==> config.mk <==
export PLATFORM = sky130hd
export DESIGN_NAME = countdown_8bits
export DESIGN_NICKNAME = d
export VERILOG_FILES = /design/src/rtl/countdown_8bits.sv
export SDC_FILE = /design/constraint.sdc
export NUM_CORES = 1
export LEC_CHECK = 0
export CORE_MARGIN = 3
export CORE_UTILIZATION = 56
export DETAILED_ROUTE_END_ITERATION = 7
export GPL_ROUTABILITY_DRIVEN = 0
export PLACE_DENSITY_LB_ADDON = 0.08
export REMOVE_ABC_BUFFERS = 1
export SKIP_LAST_GASP = 1
export SLEW_MARGIN = 20
export SYNTH_ARGS = -nofsm -noshare
export SYNTH_HDL_FRONTEND = slang
export SYNTH_SLANG_ARGS = --single-unit
==> constraint.sdc <==
create_clock -name Clk -period 2.2 [get_ports Clk]
set_input_delay 0.33 -clock Clk [delete_from_list [all_inputs] [get_ports Clk]]
set_output_delay 0.33 -clock Clk [all_outputs]
set_load 0.01 [all_outputs]
==> src/rtl/countdown_8bits.sv <==
// Prescaled 8-bit down counter with load, start/pause control and a Done state.
// Q steps down once every PRESCALE clock edges while running; Tick marks each step.
module countdown_8bits #(
  parameter int unsigned PRESCALE = 50000000
) (
  input  logic       Clk,
  input  logic       Clr,
  input  logic       Load,
  input  logic [7:0] D,
  input  logic       Start,
  input  logic       Pause,
  output logic [7:0] Q,
  output logic       Tick,
  output logic       Running,
  output logic       Done
);

  localparam logic [1:0] S_IDLE   = 2'd0;
  localparam logic [1:0] S_RUN    = 2'd1;
  localparam logic [1:0] S_PAUSED = 2'd2;
  localparam logic [1:0] S_DONE   = 2'd3;

  localparam logic [25:0] PRESC_MAX = 26'(PRESCALE - 1);

  logic [1:0]  state_q, state_d;
  logic [7:0]  count_q, count_d;
  logic [25:0] presc_q, presc_d;
  logic        tick_q,  tick_d;

  always_comb begin
    state_d = state_q;
    count_d = count_q;
    presc_d = presc_q;
    tick_d  = 1'b0;
    if (Load) begin
      count_d = D;
      presc_d = '0;
      state_d = S_IDLE;
    end else begin
      unique case (state_q)
        S_IDLE: begin
          // Pause outranks Start, so a simultaneous request stays idle
          if (Start && !Pause) begin
            state_d = (count_q != '0) ? S_RUN : S_DONE;
          end
        end
        S_RUN: begin
          if (Pause) begin
            state_d = S_PAUSED;
          end else if (presc_q == PRESC_MAX) begin
            presc_d = '0;
            if (count_q != '0) begin
              count_d = count_q - 8'd1;
              tick_d  = 1'b1;
            end
            if (count_q <= 8'd1) begin
              state_d = S_DONE;
            end
          end else begin
            presc_d = presc_q + 26'd1;
          end
        end
        S_PAUSED: begin
          if (Start && !Pause) begin
            state_d = S_RUN;
          end
        end
        S_DONE: begin
          count_d = '0;
        end
        default: state_d = S_IDLE;
      endcase
    end
  end

  always_ff @(posedge Clk) begin
    if (Clr) begin
      state_q <= S_IDLE;
      count_q <= '0;
      presc_q <= '0;
      tick_q  <= 1'b0;
    end else begin
      state_q <= state_d;
      count_q <= count_d;
      presc_q <= presc_d;
      tick_q  <= tick_d;
    end
  end

  assign Q       = count_q;
  assign Tick    = tick_q;
  assign Running = (state_q == S_RUN);
  assign Done    = (state_q == S_DONE);

endmodule

==> results.toml <==
[cells_and_area]
stdcell_count = 331
multiInputGateArea_um2 = 1290
fill_cells = 277
drive_above_1_share_pct = 14.4
finalNetCount = 307
area_growth_pct = 19.7
fin_util_pct = 72.8
fin_area_um2 = 2540
antenna_cells = 0
seq_area_um2 = 741

[setup_path]
startpoint_type = "flop"
critical_path.max_fanout = 4
path_cells = "ha_1, and3_1, nand4_1, o31ai_1, o211ai_1, a32o_1"
r2r_end = "Q[2]"
path_depth = 6
reg2reg_from = "presc_q[0]"
crit_path_max_incr_delay_ps = 560
critical-path-slowest-cell = "o31ai_1"
crit_arrival_ps = 2250
crit_type = "flop to flop"
cp-endpoint = "Q[2]"
setup.worst_path.start = "presc_q[0]"
reg2reg_depth = 6
reg2reg_slack_ps = 140
crit_path_end_kind = "flop"
required_ps = 2380
critPathBufInv = 0
cpLargestDelayFamily = "compound AO/OA/AOI/OAI gates"

[power]
vdd_drop_max_mv = 0.391
p_leak_nw = 0.903
powerDensity_nw_per_um2 = 561

[global_routing]
gr-total-overflow = 0
grt_max_degree = 19
track_usage_pct = 22.8
antenna_found_initial = 0
grt_pass1_vias = 1683
grt_pass1_wl_um = 7820

[placed_design]
dp.cells = 325
dp_hpwl_um = 3560
io_buffers = 23
dpl-instance-area_um2 = 2470

[synthesis]
yosysSeqAreaShare_pct = 34.9
yosysWarnings = 0
synth_flop_cell = "dfxtp_1"
syn_inst = 252
yosysTopAreaCell = "dfxtp_1"
netlist_top_cells_count = "nor2_1 (44), dfxtp_1 (37), nand2_1 (15)"
ys_ff_latch = 37
synth.most_common_cell = "nor2_1"
synth_edf_count = 0
synthTopCellsByArea = "dfxtp_1 (35%), nor2_1 (7.8%), xnor2_1 (5.4%)"
syn_area_um2 = 2120
syn_area_per_cell_um2 = 8.43
synthDominantCellAreaShare_pct = 34.9
async_flop_share_pct = 0
netlist-cell-type-count = 53

[sta]
skew_ps = 4.19
finalSetupTns_ps = 0
rsz0062_at_grt = "false"
max_clock_freq_mhz = 485
final.min_clock_period_ps = 2060
maxSlewViolCount = 0
relSlewSlack_pct = 59.6
min_period_over_period_pct = 93.8
setup_viol = 0
tightest_slew_ps = 601
final-hold-violation-count = 0

[floorplanning]
dieHeight_um = 67.6
io_pins = 24
die-area_um2 = 4570
placementRows = 21
initial_utilization_pct = 60.8
coreArea_um2 = 3490
die_x_um = 67.6

[routing]
drt_iter0_markers = 95
via_count = 1852
drt.antenna.violating_nets = 0
drc = 0
wl_per_cell_um = 14.2
firstDrtPassIters = 4
wl_um = 4690
vias_per_cell = 5.60

[cts]
cts_tree = "done"
path_clk_slew_ps = 70
cts_setup_buffers = 0
clock-root-buffer = "clkbuf_8"
cts_buffers = 5
cts_resized = 0
clockBufferDepth = 2
cts_num_sinks = 37
cts_hold_buf = 0
cts_max_level = 2
insertion_delay_ps = 290

[hold_path]
hold_class = "flop to flop"
min_path_cells = 2

[outcome]
status = "completed"

[run]
cap_violations = 0
kinds of logic after synthesis:
group           after synthesis  synth area share (%)
buf+inv                      21                  4.24
simple gates                120                  31.6
flops                        37                  34.9
xor+xnor                     25                  10.3
mux                           1                 0.530
fa+ha+maj                     8                  4.71
compound gates               40                  13.7
layout make-up:
cell class                 instances  share of cell area (%)
inverter                          11                    1.62
multi-input combinational        194                    50.9
clock buffer                       5                    2.71
tap                               46                    2.26
clock inverter                     1                   0.197
timing repair buffer              37                    13.2
sequential                        37                    29.1
layout by cell type, fill, tap and decap left out, types with 2 or more instances in the layout:
cell type,count
dfxtp_1,37
nand2b_1,3
clkbuf_8,5
nand3_1,13
nand2_1,15
a21oi_1,9
nor3b_1,3
nand4_1,6
xor2_1,12
buf_4,14
or4_4,2
clkdlybuf4s50_1,23
and3_1,4
nor3_1,6
and4_1,2
inv_1,11
xnor2_1,13
o211ai_1,2
nor2_2,2
nor4_2,3
a22oi_1,6
ha_1,8
a211oi_1,5
nor2_1,44
nor4b_1,2
or2_2,2
o21ai_0,5
nor3_2,3
metrics by stage:
| step | hold slack (ps) | setup WS, ps | power [mW] |
|---|---|---|---|
| floorplan | 403 | -49.2 | 0.892 |
| global placement | 476 | 8.37 | 1.01 |
| detailed placement | 482 | -42.8 | 1.01 |
| CTS | 493 | 218 | 1.44 |
| global route | 506 | 74.1 | 1.50 |
| finish | 494 | 136 | 1.43 |
worst register-to-register path, cell delays in order (launching register included):
cell and delay [ps]:
dfxtp_1 380, ha_1 200, and3_1 230, nand4_1 120, o31ai_1 560, o211ai_1 170
a32o_1 280
where the power goes:
group / switching (mW) / internal [mW] / total (mW)
combinational: 0.139 / 0.146 / 0.285
sequential: 0.0233 / 0.690 / 0.713
clock: 0.221 / 0.208 / 0.429
total: 0.383 / 1.04 / 1.43
metal layers:
layer | wire [µm] | global-route usage (%)
met1 | 2510 | 33.5
met2 | 1900 | 31.7
met3 | 200 | 4.66
met4 | 74 | 9.37
met5 | 0 | 0
how the worst min path moves through the flow:
stage	start	end	slack [ps]
3_3_place_gp	presc_q[1]	presc_q[1]	480
2_1_floorplan	Clr	Q[0]	400
5_1_grt	presc_q[1]	presc_q[1]	510
6_report	presc_q[1]	presc_q[1]	490
4_1_cts	presc_q[1]	presc_q[1]	490
3_5_place_dp	presc_q[1]	presc_q[1]	480
flip-flops by register name, summed over array words and instances (netlist names):
register / flops
presc_q: 26
state_q: 2
Tick: 1
Q: 8
Power figures use the tool's default switching activity.
